**src/rtl/pb_pkg.sv**
```systemverilog
// pb_pkg: shared constants and types for the pushbutton conditioner.
//   NBTN    - number of raw pushbutton inputs
//   RUN_KEY - keycode that toggles run on an initial strobe
//   CLR_KEY - keycode that clears run on an initial strobe (wins over RUN_KEY)
//   keycode_t - 5-bit button index
package pb_pkg;

  localparam int unsigned NBTN = 21;

  typedef logic [4:0] keycode_t;

  localparam keycode_t RUN_KEY = 5'd1;
  localparam keycode_t CLR_KEY = 5'd19;

endpackage

```
**src/rtl/pb_debounce.sv**
```systemverilog
// pb_debounce: one-bit pushbutton conditioner.
// A two-flop synchronizer feeds a mismatch counter; the debounced state follows the
// synchronized level once it has differed for DEBOUNCE consecutive edges.
// Ports:
//   hz100 - clock, rising edge
//   reset - asynchronous, active-high
//   pb    - raw asynchronous button level (1 = pressed)
//   state - debounced level
module pb_debounce #(
  parameter int unsigned DEBOUNCE = 3
) (
  input  logic hz100,
  input  logic reset,
  input  logic pb,
  output logic state
);

  logic       sync1_q, sync2_q;
  logic       state_q;
  logic [3:0] count_q;

  always_ff @(posedge hz100 or posedge reset) begin
    if (reset) begin
      sync1_q <= 1'b0;
      sync2_q <= 1'b0;
      state_q <= 1'b0;
      count_q <= 4'd0;
    end else begin
      sync1_q <= pb;
      sync2_q <= sync1_q;
      if (sync2_q != state_q) begin
        // The edge that would bring the count to DEBOUNCE commits the new level.
        if (count_q == 4'(DEBOUNCE - 1)) begin
          state_q <= sync2_q;
          count_q <= 4'd0;
        end else begin
          count_q <= count_q + 4'd1;
        end
      end else begin
        count_q <= 4'd0;
      end
    end
  end

  assign state = state_q;

endmodule

```
**src/rtl/pb_conditioner.sv**
```systemverilog
// pb_conditioner: debounces NBTN pushbuttons, encodes the highest pressed button,
// emits one strobe per new key press and maintains a run/stop level.
// Optional feature: define PB_REPEAT_EN to add auto-repeat strobes while a key is held
// (first after REPEAT_DELAY cycles, then every REPEAT_PERIOD cycles).
// Ports:
//   hz100    - clock, rising edge
//   reset    - asynchronous, active-high
//   pb       - raw button levels, 1 = pressed
//   keyvalid - any debounced button pressed
//   keycode  - highest-numbered debounced pressed button, 0 when none
//   strobe   - one-cycle pulse per accepted key event
//   last_key - keycode captured on the most recent strobe
//   run      - run/stop level
module pb_conditioner
  import pb_pkg::*;
#(
  parameter int unsigned DEBOUNCE      = 3,
  parameter int unsigned REPEAT_DELAY  = 50,
  parameter int unsigned REPEAT_PERIOD = 10
) (
  input  logic            hz100,
  input  logic            reset,
  input  logic [NBTN-1:0] pb,
  output logic            keyvalid,
  output keycode_t        keycode,
  output logic            strobe,
  output keycode_t        last_key,
  output logic            run
);

  logic [NBTN-1:0] deb;
  logic            kv_prev_q;
  logic            run_q;
  keycode_t        last_key_q;
  logic            strobe_init;

  for (genvar g = 0; g < NBTN; g++) begin : g_btn
    pb_debounce #(
      .DEBOUNCE(DEBOUNCE)
    ) u_debounce (
      .hz100(hz100),
      .reset(reset),
      .pb   (pb[g]),
      .state(deb[g])
    );
  end

  // Later iterations overwrite earlier ones, so the highest pressed index wins.
  always_comb begin
    keycode = '0;
    for (int i = 0; i < NBTN; i++) begin
      if (deb[i]) keycode = keycode_t'(i);
    end
  end

  assign keyvalid    = |deb;
  assign strobe_init = keyvalid & ~kv_prev_q;

`ifdef PB_REPEAT_EN
  localparam int unsigned RepMax = (REPEAT_DELAY > REPEAT_PERIOD) ? REPEAT_DELAY : REPEAT_PERIOD;
  localparam int unsigned RepW   = $clog2(RepMax + 1);

  logic [RepW-1:0] rep_cnt_q, rep_cnt_d, rep_target;
  logic            rep_phase_q, rep_phase_d;
  logic            rep_strobe;

  // Phase 0 waits REPEAT_DELAY cycles from the initial strobe; phase 1 repeats every
  // REPEAT_PERIOD cycles. The counter holds the cycles elapsed within the current phase.
  assign rep_target = rep_phase_q ? RepW'(REPEAT_PERIOD) : RepW'(REPEAT_DELAY);
  assign rep_strobe = keyvalid & (rep_cnt_q == rep_target);

  always_comb begin
    rep_cnt_d   = rep_cnt_q + RepW'(1);
    rep_phase_d = rep_phase_q;
    if (!keyvalid) begin
      rep_cnt_d   = '0;
      rep_phase_d = 1'b0;
    end else if (rep_strobe) begin
      rep_cnt_d   = RepW'(1);
      rep_phase_d = 1'b1;
    end
  end

  always_ff @(posedge hz100 or posedge reset) begin
    if (reset) begin
      rep_cnt_q   <= '0;
      rep_phase_q <= 1'b0;
    end else begin
      rep_cnt_q   <= rep_cnt_d;
      rep_phase_q <= rep_phase_d;
    end
  end

  assign strobe = strobe_init | rep_strobe;
`else
  // Repeat timing parameters are inert in this build.
  logic unused_repeat_cfg;
  assign unused_repeat_cfg = ^{REPEAT_DELAY, REPEAT_PERIOD};

  assign strobe = strobe_init;
`endif

  always_ff @(posedge hz100 or posedge reset) begin
    if (reset) begin
      kv_prev_q  <= 1'b0;
      run_q      <= 1'b0;
      last_key_q <= '0;
    end else begin
      kv_prev_q <= keyvalid;
      if (strobe) last_key_q <= keycode;
      // Only the initial strobe of a press drives run; CLR_KEY takes priority.
      if (strobe_init) begin
        if (keycode == CLR_KEY) begin
          run_q <= 1'b0;
        end else if (keycode == RUN_KEY) begin
          run_q <= ~run_q;
        end
      end
    end
  end

  assign run      = run_q;
  assign last_key = last_key_q;

endmodule

```
**config.mk**
```make
export PLATFORM = sky130hd
export DESIGN_NAME = pb_conditioner
export DESIGN_NICKNAME = d
export VERILOG_FILES = /design/src/rtl/pb_pkg.sv /design/src/rtl/pb_debounce.sv /design/src/rtl/pb_conditioner.sv
export SDC_FILE = /design/constraint.sdc
export NUM_CORES = 1
export LEC_CHECK = 0
export ABC_AREA = 1
export CAP_MARGIN = 15
export CORE_UTILIZATION = 62
export CTS_BUF_LIST = sky130_fd_sc_hd__clkbuf_2 sky130_fd_sc_hd__clkbuf_4 sky130_fd_sc_hd__clkbuf_8
export DETAILED_ROUTE_END_ITERATION = 10
export HOLD_SLACK_MARGIN = 0.02
export PLACE_DENSITY = 0.9
export RECOVER_POWER = 100
export SLEW_MARGIN = 10
export SYNTH_ARGS = -nofsm -noshare
export SYNTH_HDL_FRONTEND = slang
export SYNTH_SLANG_ARGS = --single-unit
```
**constraint.sdc**
```tcl
create_clock -name hz100 -period 5.7 [get_ports hz100]
set_input_delay 1.14 -clock hz100 [delete_from_list [all_inputs] [get_ports hz100]]
set_output_delay 1.14 -clock hz100 [all_outputs]
set_load 0.02 [all_outputs]
```
==> summary.md, run 1 <==
| Metric | Value |
|---|---|
| Outcome | `finished with violations` |
| Failing checks | `capacitance limit, slew limit` |
| Unique masters post-synth | `27` |
| Arrival time of the worst setup path | `3.04 ns` |
| Reg clk slew, reported paths | `0.09 ns` |
| HP Class | `reg -> reg` |
| PostCTS Resize Cnt | `0` |
| Clock latency on the worst-skew pair | `0.45 ns` |
| I/O Pins | `36` |
| Area of the core | `0.00982 mm^2` |
| Max FO, Critical Path | `7` |
| Initial Util | `64.5%` |
| Crit path kind | `reg -> out` |
| Number of global-route vias before repair | `4281` |
| H-tree levels | `4` |
| Synth Area in XOR/XNOR | `6.64%` |
| Worst hold path cell count | `0` |
| Fraction of layout cells with a size suffix above 1 | `6.67%` |
| Total track usage | `24.7%` |
| Longest Clk Path Bufs | `2` |
| PortBufs | `35` |
| Setup crit start kind | `flop` |
| # setup viols final | `0` |
| Reg power frac | `47.7%` |
| Cts hold-fix bufs | `0` |
| Area contributors post-synth | `dfrtp_1 (61%), ha_1 (7.9%), nand2_1 (6.5%)` |
| Share of the synthesized area in the top cell type | `60.8%` |
| Sw power | `0.00124 W` |
| Simple logic cell fraction of the synthesized area | `18.0%` |
| Top achievable clock speed | `0.239 GHz` |
| Most used DFF post-synth | `dfrtp_1` |
| Die span in x | `103 um` |
| Fin. Hold Viols | `0` |
| Hold path start | `g_btn[2].u_debounce.sync1_q` |
| Post-synth EDFFs | `0` |
| Clock sinks | `154` |
| First-pass GRT wire length | `19200 um` |
| Req. time, crit path | `4.56 ns` |
| CP cell instances | `nor2_1, nand2_1, nor2_1, clkinv_1, nor3_1, nand2_1, nand2_1, inv_1, dlygate4sd3_1` |
| R2R Setup Slk | `3.52 ns` |
| Syn. warnings | `0` |
| Grt ovf | `0` |
| Actual slew at the worst max-slew pin | `2.37 ns` |
| Worst hold path endpoint | `g_btn[2].u_debounce.sync2_q` |
| Adder-cell share of the synthesized area | `7.90%` |
| Fin util | `73.8%` |
| Post-synthesis async set-or-reset flop share | `100%` |
| Power per cell area | `466 mW/mm^2` |
| Largest net degree at the start of global routing | `117` |
| Max-cap violations | `1` |
| CTS tree | `done` |
| Worst path bufs/invs | `3` |
| Internal cell power | `0.00213 W` |
| 1st-iter DRT viols | `138` |
| Dpl cell area | `0.00686 mm^2` |
| Nets | `725` |
| Average wire per standard cell | `14.1 um` |
| Total Neg Setup Slack | `0 ns` |
| Vias | `4166` |
| Critical Path Stages | `9` |
| HPWL Detailed | `7870 um` |
| Total CTS buffers | `17` |
| Initial antenna violation count | `0` |
| Worst rel slew slack | `-57.9%` |
| Largest family of logic cells by synthesized area | `simple AND/OR/NAND/NOR gates` |
| Row count | `36` |
| Post-synthesis mux area share | `0.711%` |
| Number of vias per cell | `5.16` |
| Cell taking the most area after synthesis | `dfrtp_1` |
| Register-to-Register Path Depth | `10` |
| Top cell by count, worst path | `nand2_1` |
| Final instance area | `0.00725 mm^2` |
| Hold_ws | `0.348 ns` |
| Crit-path slowest cell | `dlygate4sd3_1` |
| Die area | `0.0106 mm^2` |
| Syn_nets | `670` |
| Root Driver | `clkbuf_8` |
| DRC viols | `0` |
| Max incr delay on CP | `0.68 ns` |
| Worst R2R Start | `g_btn[18].u_debounce.state` |
| Clock skew | `0.0102 ns` |
| Crit-path leading delay family | `simple AND/OR/NAND/NOR gates` |
| Reg-to-reg critical path endpoint | `last_key[0]` |
| Die Height | `103 um` |
| P_leak | `3.62 nW` |
| Crit share post-route | `73.4%` |
| Final ANT Viol Nets | `0` |
| Worst vdd ir | `0.305 mV` |
| Post-Route WL | `11400 um` |
| Avg Cell Area, Syn | `10.4 um^2` |
| Setup Fix Bufs, Post-CTS | `0` |
| Synth Register Bits | `154` |
| Layout area overhead | `14.4%` |
| Mapped Area | `0.00633 mm^2` |
| Setup crit end kind | `primary output` |
| Mapped Cells | `607` |
| Drt pass-1 iters | `5` |
| Comb pwr share | `28.1%` |
| Register area share after synthesis | `60.8%` |
| Most common library cells after synthesis | `dfrtp_1 (154), nand2_1 (110), nor2_1 (109)` |
| Switching Share | `36.8%` |
| N_diodes | `0` |
| RSZ-0062 raised after global routing | `false` |
| Final Max Tran Viols | `117` |
| Top-count cell post-synth | `dfrtp_1` |
| Clock Power Share | `24.2%` |
| GP Congestion | `0.793` |
| Compound-Gate Fraction of Synth Area | `2.35%` |
| Final min period | `4.18 ns` |
[per-stage QoR]
| step | power, W | instances | worst slack [ns] |
|---|---|---|---|
| 2_1_floorplan | 0.00226 | 607 | 0.410 |
| 3_3_place_gp | 0.00248 | 776 | 2.56 |
| 3_5_place_dp | 0.00258 | 776 | 2.48 |
| 4_1_cts | 0.00342 | 808 | 1.97 |
| 5_1_grt | 0.00362 | 808 | 1.29 |
| 6_report | 0.00337 | 808 | 1.52 |
[sequential cells by signal, indices dropped and copies added (netlist names)]
register and cells:
run 1, g_btn.u_debounce.sync2_q 21, last_key 5, g_btn.u_debounce.sync1_q 21, kv_prev_q 1, g_btn.u_debounce.count_q 84, g_btn.u_debounce.state 21
[worst reg2reg max path: stages (launching register included)]
cell and delay, ns:
dfrtp_1 0.43, nor2_1 0.24, nand2_1 0.14, nor2_1 0.18, clkinv_1 0.13, nor3_1 0.31
nand2_1 0.15, nand2_1 0.19, inv_1 0.16, nor2_1 0.11, a31oi_1 0.05
[cell type report]
class                      instances  area [um^2]
clock buffer                      19          255
tap                              133          166
sequential                       154         3850
multi-input combinational        393         2240
clock inverter                    13          141
inverter                          60          229
fill                             660         2570
timing repair buffer              36          358
[logic make-up after synthesis]
kind of cell / after synthesis
muxes: 4
buffers and inverters: 60
and+or+nand+nor: 273
DFF: 154
adders and majority gates: 40
AOI/OAI and AO/OA: 28
xor gates and xnor gates: 48
[how the worst max path moves through the flow]
stage                                    start                              to
detailed placement   g_btn[7].u_debounce.state                          strobe
floorplan                                reset  g_btn[0].u_debounce.count_q[0]
global placement     g_btn[2].u_debounce.state                      keycode[0]
CTS                  g_btn[7].u_debounce.state                          strobe
global route        g_btn[18].u_debounce.state                          strobe
finish              g_btn[18].u_debounce.state                          strobe
[per-layer routing]
| layer | global-route usage [%] | up-vias | routed length, um |
|---|---|---|---|
| met5 | 0 | - | 0 |
| met4 | 11.3 | 0 | 207 |
| met3 | 6.44 | 20 | 398 |
| met2 | 43.5 | 67 | 6150 |
| met1 | 28.2 | 2058 | 4680 |
| li1 | - | 2021 | - |
[power by group through the flow]
| stage | registers [W] | clock network (W) | logic (W) |
|---|---|---|---|
| after floorplan | 0.00158 | 0 | 0.000685 |
| after global placement | 0.00160 | 0 | 0.000882 |
| after detailed placement | 0.00163 | 0 | 0.000951 |
| after CTS | 0.00161 | 0.000829 | 0.000977 |
| after global routing | 0.00165 | 0.000874 | 0.00110 |
| final | 0.00161 | 0.000816 | 0.000947 |
[layout by cell type, fill, tap and decap left out, types with 3 or more instances in the layout]
cell type,count
nor2_1,111
clkinv_2,3
xnor2_1,21
o21ai_0,16
inv_6,3
dfrtp_1,154
clkbuf_8,18
nand3_1,38
ha_1,40
xor2_1,27
nand2_1,111
clkinvlp_4,4
a21oi_1,8
dlygate4sd3_1,35
inv_1,56
mux2_2,4
Note: power is estimated with default switching activity, not from simulation.
==> run 2: changes to the inputs <==
CORE_UTILIZATION = 56   (was 62)
PLACE_DENSITY = 0.86   (was 0.9)
clock period = 3.4 ns   (was 5.7 ns; I/O delays follow)
==> summary.md, run 2 (same netlist as run 1, synthesis figures left out) <==
| Metric | Value |
|---|---|
| Worst hold path cell count | `0 (unchanged)` |
| DRC viols | `0 (unchanged)` |
| Fraction of layout cells with a size suffix above 1 | `7.56% (+0.89 points)` |
| P_leak | `3.65 nW (+0.91%)` |
| Vias | `4163 (-0.072%)` |
| Filler cells | `773 (+17%)` |
| Post-Route WL | `11200 um (-2.3%)` |
| Die Height | `108 um (+5.1%)` |
| Max FFs per register | `84 (unchanged)` |
| Initial Util | `57.9% (-6.6 points)` |
| Grt ovf | `0 (unchanged)` |
| Hold path start | `g_btn[4].u_debounce.sync1_q` |
| Worst vdd ir | `0.614 mV (+100%)` |
| Longest Clk Path Bufs | `2 (unchanged)` |
| Register-to-Register Path Depth | `14 (+4)` |
| Crit path kind | `reg -> out` |
| Total CTS buffers | `17 (unchanged)` |
| Total track usage | `21.5% (-3.1 points)` |
| Arrival time of the worst setup path | `2.56 ns (-0.48 ns)` |
| Die span in x | `108 um (+5.1%)` |
| Worst R2R Start | `g_btn[3].u_debounce.state` |
| Failing checks | `capacitance limit, slew limit` |
| Largest net degree at the start of global routing | `155 (+32%)` |
| Max FO, Critical Path | `4 (-3)` |
| Clock skew | `0.00910 ns (-0.00107 ns)` |
| Die area | `0.0117 mm^2 (+11%)` |
| Final ANT Viol Nets | `0 (unchanged)` |
| Multi-input gate area | `0.00226 mm^2 (+0.84%)` |
| I/O Pins | `36 (unchanged)` |
| Commonest non-fill, non-tap cell in the layout | `dfrtp_1` |
| Reg clk slew, reported paths | `0.08 ns (about the same)` |
| N_diodes | `0 (unchanged)` |
| # setup viols final | `0 (unchanged)` |
| Worst hold path endpoint | `g_btn[4].u_debounce.sync2_q` |
| Most frequent cells in the layout | `dfrtp_1 (154), nand2_1 (110), nor2_1 (109), inv_1 (56), ha_1 (40)` |
| Hold_ws | `0.351 ns (+0.00362 ns)` |
| Row count | `38 (+5.6%)` |
| Number of vias per cell | `5.11 (-0.93%)` |
| Setup crit start kind | `flop` |
| Drt pass-1 iters | `5 (unchanged)` |
| Setup Fix Bufs, Post-CTS | `0 (unchanged)` |
| Switching Share | `34.6% (-2.2 points)` |
| Fin. Hold Viols | `0 (unchanged)` |
| 1st-iter DRT viols | `243 (+76%)` |
| GP Congestion | `0.789 (-0.62%)` |
| Clock latency on the worst-skew pair | `0.45 ns (about the same)` |
| Top achievable clock speed | `0.309 GHz` |
| R2R Setup Slk | `1.51 ns (-2.01 ns)` |
| Final min period | `3.24 ns` |
| Initial antenna violation count | `0 (unchanged)` |
| Clock Power Share | `26.7% (+2.5 points)` |
| RSZ-0062 raised after global routing | `false` |
| Internal cell power | `0.00382 W (+79%)` |
| Placed insts | `783 (+0.90%)` |
| Reg power frac | `46.4% (-1.3 points)` |
| H-tree levels | `4 (unchanged)` |
| Root Driver | `clkbuf_8` |
| Total Neg Setup Slack | `0 ns (unchanged)` |
| Sw power | `0.00202 W (+63%)` |
| CTS tree | `done` |
| Req. time, crit path | `2.72 ns (-1.84 ns)` |
| Worst rel slew slack | `-34.2% (+24 points)` |
| Reg-to-reg critical path endpoint | `run` |
| Final Max Tran Viols | `155 (+32%)` |
| Outcome | `finished with violations` |
| Nets | `725 (unchanged)` |
| Layout area overhead | `15.8%` |
| Non-filler cells, final | `815 (+0.87%)` |
| Setup crit end kind | `primary output` |
| Clock sinks | `154 (unchanged)` |
| Cts hold-fix bufs | `0 (unchanged)` |
| Max-cap violations | `1 (unchanged)` |
| PortBufs | `35 (unchanged)` |
| Reg with most FFs | `g_btn.u_debounce.count_q` |
| Average wire per standard cell | `13.7 um (-3.1%)` |
| First-pass GRT wire length | `19000 um (-1.2%)` |
| Comb pwr share | `26.9% (-1.2 points)` |
| HPWL Detailed | `7640 um (-2.9%)` |
| Number of global-route vias before repair | `4268 (-0.30%)` |
| FF/Latch Area | `0.00385 mm^2 (unchanged)` |
| Actual slew at the worst max-slew pin | `2.01 ns (-0.355 ns)` |
| Area of the core | `0.0109 mm^2 (+11%)` |
| Crit share post-route | `95.2%` |
| HP Class | `reg -> reg` |
| Power per cell area | `796 mW/mm^2 (+71%)` |
run 2: power by group through the flow:
| stage | registers (W) | logic (W) | clock network [W] |
|---|---|---|---|
| after CTS | 0.00270 | 0.00162 | 0.00158 |
| after global placement | 0.00268 | 0.00148 | 0 |
| final | 0.00271 | 0.00157 | 0.00156 |
| after floorplan | 0.00265 | 0.00115 | 0 |
| after global routing | 0.00277 | 0.00179 | 0.00167 |
| after detailed placement | 0.00272 | 0.00159 | 0 |
run 2: worst max-delay path by stage:
stage / slack, ns / from / depth (start not counted) / endpoint
finish: 0.16 / g_btn[7].u_debounce.state / 5 / keycode[2]
detailed placement: 0.61 / g_btn[7].u_debounce.state / 7 / strobe
floorplan: 0.78 / reset / 1 / g_btn[0].u_debounce.count_q[0]
CTS: 0.10 / g_btn[7].u_debounce.state / 7 / strobe
global route: 0.007 / g_btn[7].u_debounce.state / 7 / strobe
global placement: 0.70 / g_btn[2].u_debounce.state / 20 / keycode[0]
run 2: layer usage:
layer	global-route usage (%)	routed length [um]
met1	25.3	4590
met2	36.2	5780
met3	5.30	463
met4	12.2	346
met5	0	0
run 2: through the flow:
| stage | util, % | worst slack, ns | total power, W | instance area, um^2 |
|---|---|---|---|---|
| final | 67.1 | 0.164 | 0.00584 | 7340 |
| after global routing | 67.1 | 0.00682 | 0.00623 | 7340 |
| after CTS | 67.2 | 0.101 | 0.00590 | 7350 |
| after floorplan | - | 0.775 | 0.00379 | 6340 |
| after global placement | 62.9 | 0.704 | 0.00416 | 6880 |
| after detailed placement | 62.9 | 0.606 | 0.00432 | 6880 |
run 2: repair_timing:
action	in CTS	in global routing
endpoints found under the hold margin	0	0
gates resized for setup	0	2
endpoints found under the setup margin	0	2
run 2: worst max-delay path: stages (launching register included):
cell,delay [ns]
dfrtp_1,0.43
nor4_2,0.40
inv_1,0.12
a21boi_0,0.27
o21ai_0,0.20
dlygate4sd3_1,0.69
run 2: layout make-up:
class	instances	area share, %
inverter	60	3.12
clock inverter	6	1.81
clock buffer	26	4.54
multi-input combinational	393	30.8
timing repair buffer	36	4.79
sequential	154	52.5
tap	140	2.39
==> patch 1, RTL diff (config.mk and constraints of run 1) <==
Add a define of `PB_REPEAT_EN`.
--- a/src/rtl/pb_conditioner.sv
+++ b/src/rtl/pb_conditioner.sv
@@ -11,6 +11,8 @@
 //   strobe   - one-cycle pulse per accepted key event
 //   last_key - keycode captured on the most recent strobe
 //   run      - run/stop level
+`define PB_REPEAT_EN
+
 module pb_conditioner
   import pb_pkg::*;
 #(
Function: no difference found for any inputs over 10 cycles, from zero or initial values and one cycle with reset high; that may be too few to reach the edited logic, so the function may still have changed.
==> patch 1 against run 1 <==
  * The run still ends with max-capacitance violations, max-slew violations left
  * Sequential cell count grew 7
  * Worst hold slack gained 0.0047 ns
  * Total power grew 4.5%
  * Setup slack lost 0.35 ns
  * Final cell count grew 5.1%
  * Wire length grew 3.4%
  * Area after synthesis grew 5.2%
  * Cell area grew 4.2%
  * Clock power shrank 3.8%
  * Critical path type unchanged
  * Largest cell class unchanged
  * Largest power group unchanged
==> patch 1: results (changes against run 1) <==
placed_design:
  placedCellCount: 818  # +5.4%
  place.gp.congestion: 0.773  # -2.5%
  dp_slack_ns: 2.38  # -0.0936 ns
  dpl.hpwl_um: 8220  # +4.5%
synthesis:
  synth_area_leaders: "dfrtp_1, ha_1, nor2_1"
  synth_common_cells: "dfrtp_1, nor2_1, nand2_1, inv_1, nand3_1"
outcome:
  violations: "max-capacitance violations, max-slew violations"
  status: "finished, violations left"
layout:
  regArea_um2: 4030  # +4.5%
  fin_nets: 761  # +5.0%
hold_path:
  min_from: "g_btn[10].u_debounce.sync1_q"
  hold_end: "g_btn[10].u_debounce.sync2_q"
grt:
  grt_pass1_vias: 4524  # +5.7%
  grt_max_degree: 125  # +6.8%
  grt_pass1_wl_um: 19800  # +2.9%
worst_setup_path:
  ff2ff_setup_slack_ns: 3.09  # -0.43 ns
  cp_data_arrival_time_ns: 3.40  # +0.36 ns
  worstReg2RegStart: "g_btn[19].u_debounce.state"
  crit_path_max_incr_delay_ns: 0.60  # -0.08 ns
  worst_r2r_path_depth: 13  # +3
sta:
  slew_violations: 45  # -62%
  tightest_slew_ns: 1.98  # -0.387 ns
  finalClockSkew_ns: 0.00951  # -0.000661 ns
run:
  cap_violations: 1  # unchanged
routing:
  wl_per_cell_um: 13.9  # -1.6%
  drt_iter0_markers: 221  # +60%
  via_per_inst: 5.22  # +1.3%
==> patch 1: changes by cell type after synthesis, sizes merged, moves of 4 or more <==
| cell | before | now |
|---|---|---|
| nor2 | 111 | 123 |
| a21oi | 8 | 17 |
| dfrtp | 154 | 161 |
| inv | 60 | 66 |
| ha | 40 | 36 |
==> patch 1: report_power, final <==
group / switching (mW) / total (mW) / internal, mW
Clock: 0.395 / 0.785 / 0.390
Sequential: 0.288 / 1.72 / 1.44
Combinational: 0.612 / 1.02 / 0.405
Total: 1.30 / 3.53 / 2.23
==> patch 1: kinds of logic after synthesis <==
kind of cell	count (synthesis)
xor gates and xnor gates	51
buffers and inverters	67
DFF	161
muxes	4
AOI/OAI and AO/OA	41
adders and majority gates	36
and+or+nand+nor	286
==> patch 1: routing by layer <==
| layer | share of wire | global-route usage |
|---|---|---|
| met1 | 0.42 | 0.272 |
| met2 | 0.53 | 0.400 |
| met3 | 0.028 | 0.0649 |
| met4 | 0.019 | 0.0863 |
| met5 | 0 | 0 |
==> patch 1: worst max-delay path by stage <==
stage / from / end / cells after the start / slack (ns)
after floorplan: reset / g_btn[0].u_debounce.count_q[0] / 1 / 0.21
after global placement: g_btn[19].u_debounce.state / strobe / 12 / 2.44
after detailed placement: g_btn[19].u_debounce.state / strobe / 12 / 2.38
after CTS: g_btn[19].u_debounce.state / strobe / 12 / 1.88
after global routing: g_btn[19].u_debounce.state / strobe / 12 / 0.90
final: g_btn[19].u_debounce.state / strobe / 12 / 1.16
==> patch 1: layout make-up <==
type,instances,area share
Sequential cell,161,0.534
Multi-Input combinational cell,418,0.310
Clock buffer,19,0.0330
Timing Repair Buffer,37,0.0511
Tap cell,136,0.0225
Inverter,67,0.0340
Clock inverter,11,0.0156
==> patch 2, RTL diff (config.mk and constraints of run 1) <==
Made on the original files. Register the output `run` once more, without a reset; this adds one clock of latency there. The other outputs are not delayed to match.
--- a/src/rtl/pb_conditioner.sv
+++ b/src/rtl/pb_conditioner.sv
@@ -119,7 +119,9 @@
     end
   end
 
-  assign run      = run_q;
+  always_ff @(posedge hz100) begin
+    run <= run_q;
+  end
   assign last_key = last_key_q;
 
 endmodule
Behaviour: not the same (a bounded check fails within 10 cycles, from zero or initial values and one cycle with reset high).
==> patch 2 against run 1 <==
  * The run still ends with max-capacitance violations, max-slew violations left
  * Total power is 2.1% lower
  * First-iteration DRC count up 83%
  * Cell area is 0.41% lower
  * Setup slack improved by 0.28 ns
  * Wire length decreased by 1.5%
  * Area after synthesis barely moved
  * Sequential cell count is 1 higher
  * Final cell count is 0.87% higher
  * Fmax up 7.3%
  * Largest power group unchanged
==> patch 2: results (changes against run 1) <==
outcome:
  status: "finished, violations left"
  violations: "max-capacitance violations, max-slew violations"
routing:
  wl_um: 11300  # -1.5%
  vias: 4279  # +2.7%
  drt_iter0_markers: 252  # +83%
  dr.pass1.iters: 5  # unchanged
synthesis:
  syn_avg_cell_area_um2: 10.3  # -1.2%
  synthMuxAreaShare: 0.00711  # about the same
  synth_area_leaders: "dfrtp_1, ha_1, nor2_1"
  synth_fa_ha_area_frac: 0.0791  # about the same
  synth_cell_types: 22  # -19%
  synth_compound_area_frac: 0.0223  # -0.00118
  synthXorXnorAreaFrac: 0.0650  # -0.00136
  ys_async_sr_fraction: 0.994  # -0.00645
  synth_common_cells: "dfrtp_1, nor2_1, nand2_1, inv_1, ha_1"
  ys_seq_area_frac: 0.612  # +0.00340
  syn-num-nets: 677  # +1.0%
sta:
  min_period_ns: 3.90  # -0.283 ns
  slew_violations: 117  # unchanged
  finalClockSkew_ns: 0.0123  # +0.00217 ns
  max_freq_ghz: 0.256  # +7.3%
  slew_headroom: -0.559  # +0.0196
placed_design:
  dp_slack_ns: 2.45  # -0.0207 ns
  dpl.hpwl_um: 7960  # +1.2%
  place.gp.congestion: 0.890  # +12%
  placedCellCount: 783  # +0.90%
layout:
  fin_nets: 732  # +0.97%
  largest_reg_flops: 84  # unchanged
  final_cells: 815  # +0.87%
  fillers: 653  # -1.1%
  layout-drive-gt1-share: 0.0689  # +0.00225
clock_tree:
  clk_latency_ns: 0.45  # about the same
  root_buffer: "clkbuf_8"
  clkTransAtPathRegs_ns: 0.07  # -0.02 ns
power_and_ir_drop:
  ir_worst_vdd_mv: 0.215  # -29%
run:
  cap_violations: 1  # unchanged
grt:
  grt_pass1_wl_um: 19300  # +0.65%
  grt_pass1_vias: 4388  # +2.5%
  grt_util_all_layers: 0.245  # -0.00127
patch 2: path summary, 6_finish.rpt:
check                                             from                        endpoint  depth (start not counted)
setup / recovery            g_btn[19].u_debounce.state                          strobe                          7
hold / removal             g_btn[5].u_debounce.sync1_q     g_btn[5].u_debounce.sync2_q                          0
setup reg to reg            g_btn[19].u_debounce.state                     last_key[0]                          8
hold reg to reg            g_btn[5].u_debounce.sync1_q     g_btn[5].u_debounce.sync2_q                          0
max in group asynchronous                        reset  g_btn[1].u_debounce.count_q[3]                          3
min in group asynchronous                        reset    g_btn[10].u_debounce.sync1_q                          2
patch 2: metal layers:
layer  track usage  wire length (µm)  up-vias
met4         0.109               278        0
met3        0.0556               396       25
met5             0                 0        -
met2         0.436              6150       79
li1              -                 -     2031
met1         0.284              4440     2144
patch 2: where the power goes:
part	leakage, nW	internal, mW	switching [mW]	total [mW]
clock	0.170	0.343	0.388	0.730
combinational	1.49	0.377	0.583	0.960
sequential	1.96	1.36	0.253	1.61
total	3.62	2.08	1.22	3.30
patch 2: layout make-up:
type,instances,share of cell area
clock inverter,10,0.00954
timing repair buffer,36,0.0492
multi-input combinational,399,0.309
sequential,155,0.537
tap,133,0.0231
inverter,60,0.0317
clock buffer,22,0.0402
patch 2: critical path: stages (launching register included):
cell and delay, ns:
dfrtp_1 0.46, nor2_1 0.21, nand2_1 0.11, nor2_1 0.24
nand4_1 0.19, nand2_1 0.25, inv_1 0.17, dlygate4sd3_1 0.69
patch 2: kinds of logic after synthesis:
logic type                 after synthesis
and+or+nand+nor                        281
AOI/OAI and AO/OA                       27
xor gates and xnor gates                47
DFF                                    155
buffers and inverters                   60
muxes                                    4
adders and majority gates               40
patch 2: metrics by stage:
| step | hold slack [ns] | total power [mW] | instance area (µm²) |
|---|---|---|---|
| final | 0.351 | 3.30 | 7220 |
| after global routing | 0.362 | 3.55 | 7220 |
| after CTS | 0.353 | 3.35 | 7220 |
| after detailed placement | 0.336 | 2.59 | 6860 |
| after global placement | 0.332 | 2.48 | 6860 |
| after floorplan | 0.331 | 2.27 | 6330 |
